### src/rtl/pipe_hazard_ctrl_pkg.sv
// rtl/pipe_hazard_ctrl_pkg.sv - shared encodings, field positions and FSM states for pipe_hazard_ctrl
package pipe_hazard_ctrl_pkg;

  localparam logic [4:0] OPC_ALU = 5'b00000;
  localparam logic [4:0] OPC_LW  = 5'b01000;
  localparam logic [4:0] OPC_SW  = 5'b00111;

  localparam logic [4:0] ALUOP_MUL = 5'b00110;
  localparam logic [4:0] ALUOP_DIV = 5'b00111;

  localparam logic [31:0] NOP = 32'h0000_0000;

  localparam int OPC_MSB   = 31;
  localparam int OPC_LSB   = 27;
  localparam int RD_MSB    = 26;
  localparam int RD_LSB    = 22;
  localparam int RS_MSB    = 21;
  localparam int RS_LSB    = 17;
  localparam int RT_MSB    = 16;
  localparam int RT_LSB    = 12;
  localparam int ALUOP_MSB = 6;
  localparam int ALUOP_LSB = 2;

  typedef enum logic {
    RUN,
    MD_WAIT
  } hazState_e;

  function automatic logic [4:0] fieldOpcode(input logic [31:0] insn);
    return insn[OPC_MSB:OPC_LSB];
  endfunction

  function automatic logic [4:0] fieldRd(input logic [31:0] insn);
    return insn[RD_MSB:RD_LSB];
  endfunction

  function automatic logic [4:0] fieldRs(input logic [31:0] insn);
    return insn[RS_MSB:RS_LSB];
  endfunction

  function automatic logic [4:0] fieldRt(input logic [31:0] insn);
    return insn[RT_MSB:RT_LSB];
  endfunction

  function automatic logic [4:0] fieldAluop(input logic [31:0] insn);
    return insn[ALUOP_MSB:ALUOP_LSB];
  endfunction

endpackage

### src/rtl/pipe_hazard_ctrl_load_use_detect.sv
// rtl/pipe_hazard_ctrl_load_use_detect.sv - combinational lw-to-consumer hazard detect between F/D and D/X
module load_use_detect
  import pipe_hazard_ctrl_pkg::*;
(
  input  logic [31:0] fd_insn,
  input  logic [31:0] dx_insn,
  output logic        load_use
);

  logic dxIsLoad;
  logic srcMatch;
  logic fdIsStore;
  logic unusedBits;

  assign dxIsLoad  = (fieldOpcode(dx_insn) == OPC_LW);
  // r0 is deliberately not exempt: a match on register 0 still stalls
  assign srcMatch  = (fieldRs(fd_insn) == fieldRd(dx_insn)) ||
                     (fieldRt(fd_insn) == fieldRd(dx_insn));
  assign fdIsStore = (fieldOpcode(fd_insn) == OPC_SW);

  assign load_use = dxIsLoad && srcMatch && !fdIsStore;

  assign unusedBits = ^{fd_insn[RD_MSB:RD_LSB], fd_insn[RT_LSB-1:0], dx_insn[RS_MSB:0]};

endmodule

### src/rtl/pipe_hazard_ctrl.sv
// rtl/pipe_hazard_ctrl.sv - F/D and D/X pipeline registers with load-use, flush and mul/div hold control
module pipe_hazard_ctrl
  import pipe_hazard_ctrl_pkg::*;
(
  input  logic        clock,
  input  logic        reset_n,
  input  logic [31:0] insn_f,
  input  logic [31:0] pc_f,
  input  logic        flush_x,
  input  logic        md_ready,
  output logic [31:0] fd_insn,
  output logic [31:0] fd_pc,
  output logic [31:0] dx_insn,
  output logic [31:0] dx_pc,
  output logic        pc_we,
  output logic        md_start,
  output logic        md_active,
  output logic        stall
);

  hazState_e state;
  hazState_e nextState;

  logic loadUse;
  logic isMd;
  logic freeze;
  logic flushRun;

  load_use_detect uLoadUse (
    .fd_insn  (fd_insn),
    .dx_insn  (dx_insn),
    .load_use (loadUse)
  );

  assign isMd = (fieldOpcode(dx_insn) == OPC_ALU) &&
                ((fieldAluop(dx_insn) == ALUOP_MUL) || (fieldAluop(dx_insn) == ALUOP_DIV));

  // A flush only means something while the pipe is running; in MD_WAIT it is dropped
  assign flushRun  = flush_x && (state == RUN);
  assign md_start  = (state == RUN) && isMd && !flush_x;
  assign md_active = (state == MD_WAIT);
  assign freeze    = md_start || ((state == MD_WAIT) && !md_ready);
  assign stall     = freeze || (loadUse && !flush_x);

  always_comb begin
    pc_we = 1'b1;
    if (flushRun) begin
      pc_we = 1'b1;
    end else if (freeze || loadUse) begin
      pc_we = 1'b0;
    end
  end

  always_comb begin
    nextState = state;
    case (state)
      RUN:     if (isMd && !flush_x) nextState = MD_WAIT;
      MD_WAIT: if (md_ready) nextState = RUN;
      default: nextState = RUN;
    endcase
  end

  always_ff @(posedge clock or negedge reset_n) begin
    if (!reset_n) begin
      state <= RUN;
    end else begin
      state <= nextState;
    end
  end

  always_ff @(posedge clock or negedge reset_n) begin
    if (!reset_n) begin
      fd_insn <= NOP;
      fd_pc   <= '0;
      dx_insn <= NOP;
      dx_pc   <= '0;
    end else if (flushRun) begin
      fd_insn <= NOP;
      fd_pc   <= '0;
      dx_insn <= NOP;
      dx_pc   <= '0;
    end else if (freeze) begin
      fd_insn <= fd_insn;
      fd_pc   <= fd_pc;
      dx_insn <= dx_insn;
      dx_pc   <= dx_pc;
    end else if (loadUse) begin
      // Bubble into D/X; the consumer waits one cycle in F/D
      dx_insn <= NOP;
      dx_pc   <= '0;
    end else begin
      fd_insn <= insn_f;
      fd_pc   <= pc_f;
      dx_insn <= fd_insn;
      dx_pc   <= fd_pc;
    end
  end

endmodule

### config.mk
export PLATFORM = sky130hd
export DESIGN_NAME = pipe_hazard_ctrl
export DESIGN_NICKNAME = d
export VERILOG_FILES = /design/src/rtl/pipe_hazard_ctrl_pkg.sv /design/src/rtl/pipe_hazard_ctrl_load_use_detect.sv /design/src/rtl/pipe_hazard_ctrl.sv
export SDC_FILE = /design/constraint.sdc
export NUM_CORES = 1
export LEC_CHECK = 0
export CAP_MARGIN = 30
export CORE_ASPECT_RATIO = 1.2
export CORE_MARGIN = 5
export CORE_UTILIZATION = 46
export DETAILED_ROUTE_END_ITERATION = 10
export PLACE_DENSITY = 0.86
export SYNTH_ARGS = -nofsm -noshare
export SYNTH_HDL_FRONTEND = slang
export SYNTH_HIERARCHICAL = 1
export SYNTH_SLANG_ARGS = --single-unit
### constraint.sdc
create_clock -name clock -period 6.6 [get_ports clock]
set_clock_uncertainty 0.15 [all_clocks]
set_input_delay 0.66 -clock clock [delete_from_list [all_inputs] [get_ports clock]]
set_output_delay 0.66 -clock clock [all_outputs]
set_load 0.02 [all_outputs]
Word level (Yosys, flattened, before mapping)
Cells that the tools add are included.
{ "totals": {"reg_bits": 129, "input_bits": 68, "output_inout_bits": 132, "wordCells": 50} }
{ "classes": {"eq_ne": 8, "mux": 17, "bitwise_logic": 1, "reduce_logical": 19} }
{ "op_table": {"columns": ["cell", "n"], "rows": [
  ["$mux W32", 12],
  ["$eq A5 B3 Y1 const B", 3],
  ["$eq A5 B5 Y1", 2],
  ["$logic_and A1 B1 Y1", 9],
  ["$eq A5 B4 Y1 const B", 1],
  ["$logic_not A5 Y1", 1],
  ["$logic_or A1 B1 Y1", 5],
  ["$mux W1", 4],
  ["$ne A2 B1 Y1 const B", 2],
  ["$logic_not A1 Y1", 3],
  ["$pmux W1 S2", 1],
  ["$reduce_and A2 Y1", 1],
  ["$not A1 Y1", 1]
]} }

Longest topological paths before layout
Gate-level depths: netlist (run 1).
{ "depth": {"word_depth": 9, "ltp_mapped": 9, "ltp_nobuf": 7} }

Hierarchy
The synthesis (run 1) kept the hierarchy.
{ "by_module_without_submodules": {"columns": ["module", "n_inst", "cells_per_inst", "area_per_inst_um2", "seq_area_each_um2"], "rows": [
  ["pipe_hazard_ctrl", 1, 299, 4601.9, 3228.1],
  ["load_use_detect", 1, 19, 137.6, 0.0]
]} }

Least setup slack after synthesis (run 1)
OpenSTA, ideal clock, no wires.
{ "synth_path": {"kind": "input -> output", "startpoint": "in flush_x", "endpoint": "out pc_we", "arrival_time_ns": 2.102, "required_ns": 5.790, "slack_ns": 3.688, "path_stages": 6, "path_buffers": 2, "path_cell_list": "or4_1 -> o32ai_2 -> nand2b_1 -> buf_6 -> buf_6 -> inv_1"} }
{ "synth_between": {"elab_chain_cells": 6, "word_cells_on_any_way": 7, "cone_classes": "mux (2); reduce/logical (5)"} }
{ "synth_lines": {"columns": ["item", "line_no", "source"], "rows": [
  ["start, declared", "pipe_hazard_ctrl.sv:9", "input logic flush_x,"],
  ["$logic_not A1 Y1", "pipe_hazard_ctrl.sv:40", "assign md_start = (state == RUN) && isMd && !flush_x;"],
  ["$logic_and A1 B1 Y1", "pipe_hazard_ctrl.sv:40", null],
  ["$logic_or A1 B1 Y1", "pipe_hazard_ctrl.sv:42", "assign freeze = md_start || ((state == MD_WAIT) && !md_ready);"],
  ["$logic_or A1 B1 Y1", "pipe_hazard_ctrl.sv:49", "end else if (freeze || loadUse) begin"],
  ["$mux W1", "pipe_hazard_ctrl.sv:49", null],
  ["$mux W1 (*)", "pipe_hazard_ctrl.sv:47", "if (flushRun) begin"],
  ["end, declared", "pipe_hazard_ctrl.sv:15", "output logic pc_we,"]
]} }
Every way passes the cells marked *; elsewhere a longest branch is shown, timed or not.

Final worst setup path (run 1)
Ends and elaborated chain as after synthesis.

==> results of run 1 <==
through the flow:
| stage | area [sq um] | utilization, % |
|---|---|---|
| floorplan | 4740 | - |
| global placement | 6784 | 67.44 |
| global route | 7402 | 73.58 |
| CTS | 7402 | 73.58 |
| detailed placement | 6812 | 67.71 |
| finish | 7402 | 73.58 |
routing by layer:
layer | wire length [um] | GRT usage (%)
met5 | 0 | 0
met2 | 7026 | 37.00
met3 | 1005 | 6.498
met1 | 5359 | 28.48
met4 | 411 | 10.34
cell usage after synthesis:
cell and instances:
xor2_1 6, or3_1 1, buf_6 5, clkbuf_1 8
or4_1 1, xnor2_1 4, dfrtp_1 129, o32ai_2 1
nand3_1 3, nor4bb_1 1, nand2b_1 1, a21oi_1 2
nand4bb_1 1, nor2_1 2, buf_4 1, buf_2 13
o21ai_0 1, a21o_1 1, inv_1 3, nand2_1 1
nor3_1 4, a22o_1 128, nor4_1 1
cells by family (layout without fill, tap and decap cells):
kind of cell / Yosys count / count (layout) / synth area share [%]
compound gates: 133 / 133 / 24.47
flops: 129 / 129 / 68.11
buf+inv: 30 / 239 / 3.590
simple gates: 16 / 16 / 1.980
xor+xnor: 10 / 10 / 1.848
how the worst min path moves through the flow:
stage | startpoint | end | slack [ns] | depth (start not counted)
floorplan | reset_n | dx_insn[0] | 0.21 | 0
global placement | dx_pc[8] | dx_pc[8] | 0.34 | 1
detailed placement | dx_pc[14] | dx_pc[14] | 0.34 | 1
CTS | reset_n | dx_insn[1] | 0.21 | 1
global route | reset_n | dx_insn[1] | 0.25 | 1
finish | reset_n | fd_insn[1] | 0.18 | 1
where the power goes:
group | total (mW) | internal (mW) | switching [mW]
Combinational | 0.304 | 0.156 | 0.148
Clock | 0.917 | 0.592 | 0.326
Sequential | 0.883 | 0.840 | 0.0437
Total | 2.10 | 1.59 | 0.517
registers in the layout (all words and copies together), names as in the netlist:
signal / count
md_active: 1
fd_pc: 32
dx_pc: 32
fd_insn: 32
dx_insn: 32
final cells by class:
class	count	area [sq um]	area share, %
tap	126	157.7	2.130
clock inverter	9	106.4	1.437
multi-input combinational	159	1360	18.37
clock buffer	22	484.2	6.542
inverter	3	11.26	0.1521
sequential	129	3228	43.61
timing repair buffer	205	2054	27.76
==> metrics.md, run 1 <==
| Metric | Value |
|---|---|
| Result of the run | complete, no violations |
| CP Data Arrival Time | 3.03 ns |
| Crit path capture type | output port |
| Post-synthesis sequential element count | 129 |
| Leading cell type in the layout, fill and taps excluded | clkdlybuf4s50_1 |
| Buffers and inverters on the worst path | 3 |
| Total via count after detailed routing | 3,690 |
| Global-route wire length before repair | 21.69 mm |
| Maximum count of clock buffers along a single path | 2 |
| HPWL after DPL | 9.656 mm |
| Clock-pin slew of the registers on the worst-case setup and hold paths | 0.05 ns |
| Final hold violation count | 0 |
| Number of ports placed on the die boundary | 200 |
| Worst-case register-to-register setup slack | 3.75 ns |
| Share of synthesized area occupied by flip-flops and latches | 68.11% |
| Critical-path top delay cell | or4_1 |
| Cell class contributing the biggest share of worst-path delay | buffers and inverters |
| Number of placement rows | 40 |
| Worst slew margin relative to its limit | 46.48% |
| Width of the die | 102.7 um |
| Class of the tightest hold or removal check | input port to asynchronous set/reset pin |
| Most frequent cells in the layout | clkdlybuf4s50_1, dfrtp_1, a22o_1 |
| Origin of the worst setup path | flush_x |
| Root buffer selected by CTS | clkbuf_16 |
| Clock tree from TritonCTS | built |
| Worst r2r path cells | 8 |
| Die Footprint | 12,440 sq um |
| Initial standard-cell utilization of the core | 47.11% |
| Number of global-route vias before repair | 3,945 |
| Count of cell types in the netlist | 23 |
| Iteration-0 DRC count of the detailed router | 240 |
| Unrepaired setup endpoints after global routing | false |
| Placeable core area | 10,060 sq um |
| Detailed-route DRC error count | 0 |
| Reported leakage power | 3.387 nW |
| Clk_lat worst skew | 0.41 ns |
| Worst supply voltage drop on vdd | 166.4 uV |
| Number of placed instances with taps included | 622 |
| Netlist Area Pre-Place | 4740 sq um |
| Timing-limited maximum frequency | 260.5 MHz |
| Max Fanout on Critical Path | 5 |
| Initial antenna violation count | 0 |
| Number of nets with antenna violations after detailed routing | 0 |
| Worst R2R Start | dx_insn[23] |
| Worst path max stage delay | 0.61 ns |
| Finished Layout Cells | 653 |
| Final Max Slew Viols | 0 |
| Critical Path Source Type | input port |
| Number of warning messages in the yosys log | 6 |
| Final setup margin | 2.761 ns |
| Antenna fix cells | 0 |
| Clock tree sinks | 129 |
| Min cycle time layout | 3.839 ns |
| Quantity of gates resized following cts | 0 |
| Worst Path Required | 5.79 ns |
| Fraction of layout cells with a size suffix above 1 | 7.590% |
| MaxCap Viol Count | 0 |
| Number of stages on the worst setup path | 6 |
| Critical path capture point | pc_we |
| Cells traversed along the worst timing path | clkdlybuf4s50_1 > or4_1 > o32ai_4 > nand2b_2 > inv_1 > clkdlybuf4s50_1 |
| Overflow after GRT | 0 |
| Kind of critical path | input port to output port |
| Layout filler cell count | 645 |
| Power density over cell area | 284.2 nW/um^2 |
| Endpoint of the most critical register-to-register path | fd_pc[11] |
| Sum of routed wire length over all layers | 13.80 mm |
| Cts-stage hold buffer count | 0 |
| Sum Neg Setup Slack | 0 ns |
| Top area cells in the synthesized netlist | dfrtp_1, a22o_1, buf_2 |
| Detailed Routing Iterations Pass 1 | 5 |
| Routed len/inst | 21.14 um |
| Via density per instance | 5.651 |
| Instance count of the mapped netlist | 318 |
| Synth Area per Inst | 14.90 sq um |
| Placement-stage worst setup slack | 2.764 ns |
| Worst Hold Slack | 0.1782 ns |
| Max H-tree Level | 4 |
| Cell taking the most area after synthesis | dfrtp_1 |
| Period utilization | 58.17% |
| Largest net degree at the start of global routing | 66 |
| GRT Util Overall | 22.97% |
| Chip height | 121.2 um |
| Quantity of I/O buffers inserted on ports | 199 |
| Layout Area Growth over Synthesis | 56.18% |
| Final nets | 583 |
| Global placer's final weighted congestion | 0.7959 |
| Share of the synthesized area in the top cell type | 68.11% |
| Net Count, Synth | 386 |
| Critical path's most frequent cell | clkdlybuf4s50_1 |
| Inserted Clock Buffers | 17 |
| Post-CTS setup buffer count | 0 |
| Total Power Consumption | 2.104 mW |
| Slew at the pin closest to its max-slew limit | 0.8027 ns |
| Number of endpoints failing setup at the final stage | 0 |
Note: power is estimated with default switching activity, not from simulation.
==> inputs of run 2 (changes only) <==
--- a/config.mk
+++ b/config.mk
@@ -8,9 +8,9 @@
 export CAP_MARGIN = 30
 export CORE_ASPECT_RATIO = 1.2
 export CORE_MARGIN = 5
-export CORE_UTILIZATION = 46
+export CORE_UTILIZATION = 42
 export DETAILED_ROUTE_END_ITERATION = 10
-export PLACE_DENSITY = 0.86
+export PLACE_DENSITY = 0.79
 export SYNTH_ARGS = -nofsm -noshare
 export SYNTH_HDL_FRONTEND = slang
 export SYNTH_HIERARCHICAL = 1
==> constraint.sdc (replaced) <==
create_clock -name clock -period 3.9 [get_ports clock]
set_clock_uncertainty 0.15 [all_clocks]
set_input_delay 0.39 -clock clock [delete_from_list [all_inputs] [get_ports clock]]
set_output_delay 0.39 -clock clock [all_outputs]
set_load 0.02 [all_outputs]
==> run 2 against run 1 <==
Core utilization is 6.4 points lower. Sequential share of layout area is 0.052 points lower. Flip-flop and latch count stayed put. Die area is 8.7% higher. Sequential power is 69% higher. Critical path depth is 2 higher. Count of clock-buffer cells in the layout is 4 lower. Via count is 0.68% lower. Largest power group unchanged. First-iteration DRC count is 28% lower. Highest routed layer unchanged. Worst setup slack worse by 2.0 ns.
==> metrics.md, run 2 (synthesized netlist as in run 1, its figures left out) <==
| Metric | Value |
|---|---|
| Result of the run | complete, no violations |
| Iteration-0 DRC count of the detailed router | 173 (-28%) |
| Global-route wire length before repair | 20.93 mm (-3.5%) |
| Leading cell type in the layout, fill and taps excluded | clkdlybuf4s50_1 |
| Crit path capture type | output port |
| Timing-limited maximum frequency | 319.6 MHz |
| Via density per instance | 5.536 (-2.0%) |
| Final setup margin | 0.7713 ns (-1.990 ns) |
| Number of placed instances with taps included | 629 (+1.1%) |
| Final Core Density | 67.15% (-6.4 points) |
| Routed len/inst | 19.96 um (-5.5%) |
| Maximum count of clock buffers along a single path | 2 (unchanged) |
| Final hold violation count | 0 (unchanged) |
| Kind of critical path | flip-flop to output port |
| Min cycle time layout | 3.129 ns |
| Number of nets with antenna violations after detailed routing | 0 (unchanged) |
| Clock tree sinks | 129 (unchanged) |
| Detailed Routing Iterations Pass 1 | 4 (-1) |
| Total via count after detailed routing | 3,665 (-0.68%) |
| Period utilization | 80.22% |
| Placeable core area | 11,040 sq um (+9.7%) |
| Fraction of layout cells with a size suffix above 1 | 8.113% (+0.52 points) |
| Class of the tightest hold or removal check | flip-flop to flip-flop |
| Clk_lat worst skew | 0.40 ns (about the same) |
| Reported leakage power | 3.394 nW (+0.19%) |
| CP Data Arrival Time | 2.59 ns (-0.44 ns) |
| Number of endpoints failing setup at the final stage | 0 (unchanged) |
| Power density over cell area | 481.4 nW/um^2 (+69%) |
| Final nets | 585 (+0.34%) |
| Initial antenna violation count | 0 (unchanged) |
| Most frequent cells in the layout | clkdlybuf4s50_1, dfrtp_1, a22o_1 |
| Sum Neg Setup Slack | 0 ns (unchanged) |
| Max Fanout on Critical Path | 4 (-1) |
| Critical Path Source Type | flip-flop |
| Chip height | 126.4 um (+4.3%) |
| Quantity of I/O buffers inserted on ports | 199 (unchanged) |
| Overflow after GRT | 0 (unchanged) |
| Detailed-route DRC error count | 0 (unchanged) |
| Worst slew margin relative to its limit | 49.14% (+2.7 points) |
| Largest net degree at the start of global routing | 65 (-1.5%) |
| GRT Util Overall | 19.72% (-3.2 points) |
| Quantity of gates resized following cts | 0 (unchanged) |
| Cell class contributing the biggest share of worst-path delay | buffers and inverters |
| Met2 layer usage reported by global route | 31.50% (-5.5 points) |
| Critical-path top delay cell | clkdlybuf4s50_1 |
| Layout filler cell count | 795 (+23%) |
| Sum of routed wire length over all layers | 13.22 mm (-4.2%) |
| Number of global-route vias before repair | 3,868 (-2.0%) |
| Most Used Layer, Global Route | met2 |
| Worst supply voltage drop on vdd | 270.2 uV (+62%) |
| Reg area | 3228 sq um (unchanged) |
| Max H-tree Level | 4 (unchanged) |
| Clock-pin slew of the registers on the worst-case setup and hold paths | 0.05 ns (about the same) |
| Root buffer selected by CTS | clkbuf_16 |
| Clock tree from TritonCTS | built |
| Finished Layout Cells | 662 (+1.4%) |
| Number of ports placed on the die boundary | 200 (unchanged) |
| Antenna fix cells | 0 (unchanged) |
| Placement-stage worst setup slack | 0.8036 ns (-1.961 ns) |
| Number of placement rows | 42 (+5.0%) |
| Layout Area Growth over Synthesis | 56.36% |
| Worst path max stage delay | 0.55 ns (-0.06 ns) |
| Area of combinational cells with multiple inputs | 1360 sq um (unchanged) |
| Global placer's final weighted congestion | 0.7803 (-2.0%) |
| Global routing met3 resource utilization | 5.539% (-0.96 points) |
| Initial standard-cell utilization of the core | 42.95% (-4.2 points) |
| Width of the die | 107.0 um (+4.2%) |
| Cells traversed along the worst timing path | xor2_1 > nor3_1 > nand3_1 > a21oi_1 > o21ai_0 > nand2b_2 > inv_1 > clkdlybuf4s50_1 |
| Post-CTS setup buffer count | 0 (unchanged) |
| Worst Path Required | 3.36 ns (-2.43 ns) |
| GR met1 Demand/Resource | 24.85% (-3.6 points) |
| Unrepaired setup endpoints after global routing | false |
| Buffers and inverters on the worst path | 2 (-1) |
| Slew at the pin closest to its max-slew limit | 0.7629 ns (-0.03982 ns) |
| HPWL after DPL | 9.274 mm (-3.9%) |
| Total Power Consumption | 3.568 mW (+70%) |
| Inserted Clock Buffers | 17 (unchanged) |
| MaxCap Viol Count | 0 (unchanged) |
| Die Footprint | 13,520 sq um (+8.7%) |
| Final Max Slew Viols | 0 (unchanged) |
-- run 2: final cells by class --
cell class,instances,area share [%]
clock buffers,18,5.926
clock inverters,14,2.094
inverters,3,0.1519
multi-input cells,159,18.35
flip-flops and latches,129,43.56
well taps,132,2.229
repair buffers,207,27.69
-- run 2: worst paths after layout --
kind | start | to | slack (ns) | cells past startpoint
worst max-delay path | dx_insn[22] | pc_we | 0.77 | 8
worst min-delay path | dx_pc[5] | dx_pc[5] | 0.35 | 1
worst max register to register | dx_insn[22] | fd_insn[23] | 1.22 | 8
worst min register to register | dx_pc[5] | dx_pc[5] | 0.35 | 1
max in group asynchronous | reset_n | dx_insn[31] | 2.17 | 3
min in group asynchronous | reset_n | dx_pc[30] | 0.42 | 2
-- run 2: per-stage QoR --
| stage | hold WS, ns | cell area [sq um] |
|---|---|---|
| CTS | 0.3568 | 7411 |
| global route | 0.3650 | 7411 |
| finish | 0.3521 | 7411 |
| global placement | 0.3373 | 6807 |
| detailed placement | 0.3409 | 6807 |
| floorplan | -0.05559 | 4740 |
-- run 2: layer usage --
layer	vias up	wire [um]
met2	166	6465
met4	0	383
li1	1632	-
met5	-	0
met3	29	904
met1	1838	5463
-- run 2: report_power, final --
group | switching (mW) | internal [mW]
logic | 0.246 | 0.264
registers | 0.0709 | 1.42
clock network | 0.601 | 0.966
total | 0.918 | 2.65
-- run 2: repair_timing --
action                                 in CTS  in global routing
hold buffers                                1                  0
endpoints found under the hold margin      59                  0
setup endpoints to repair                   0                  0
-- run 2: worst register-to-register path: cells and delay by family, from the launching register on --
kind	cells	cell delay, ns
flops	1	0.45
simple gates	3	0.44
xor+xnor	1	0.19
compound gates	3	0.81
buf+inv	1	0.59
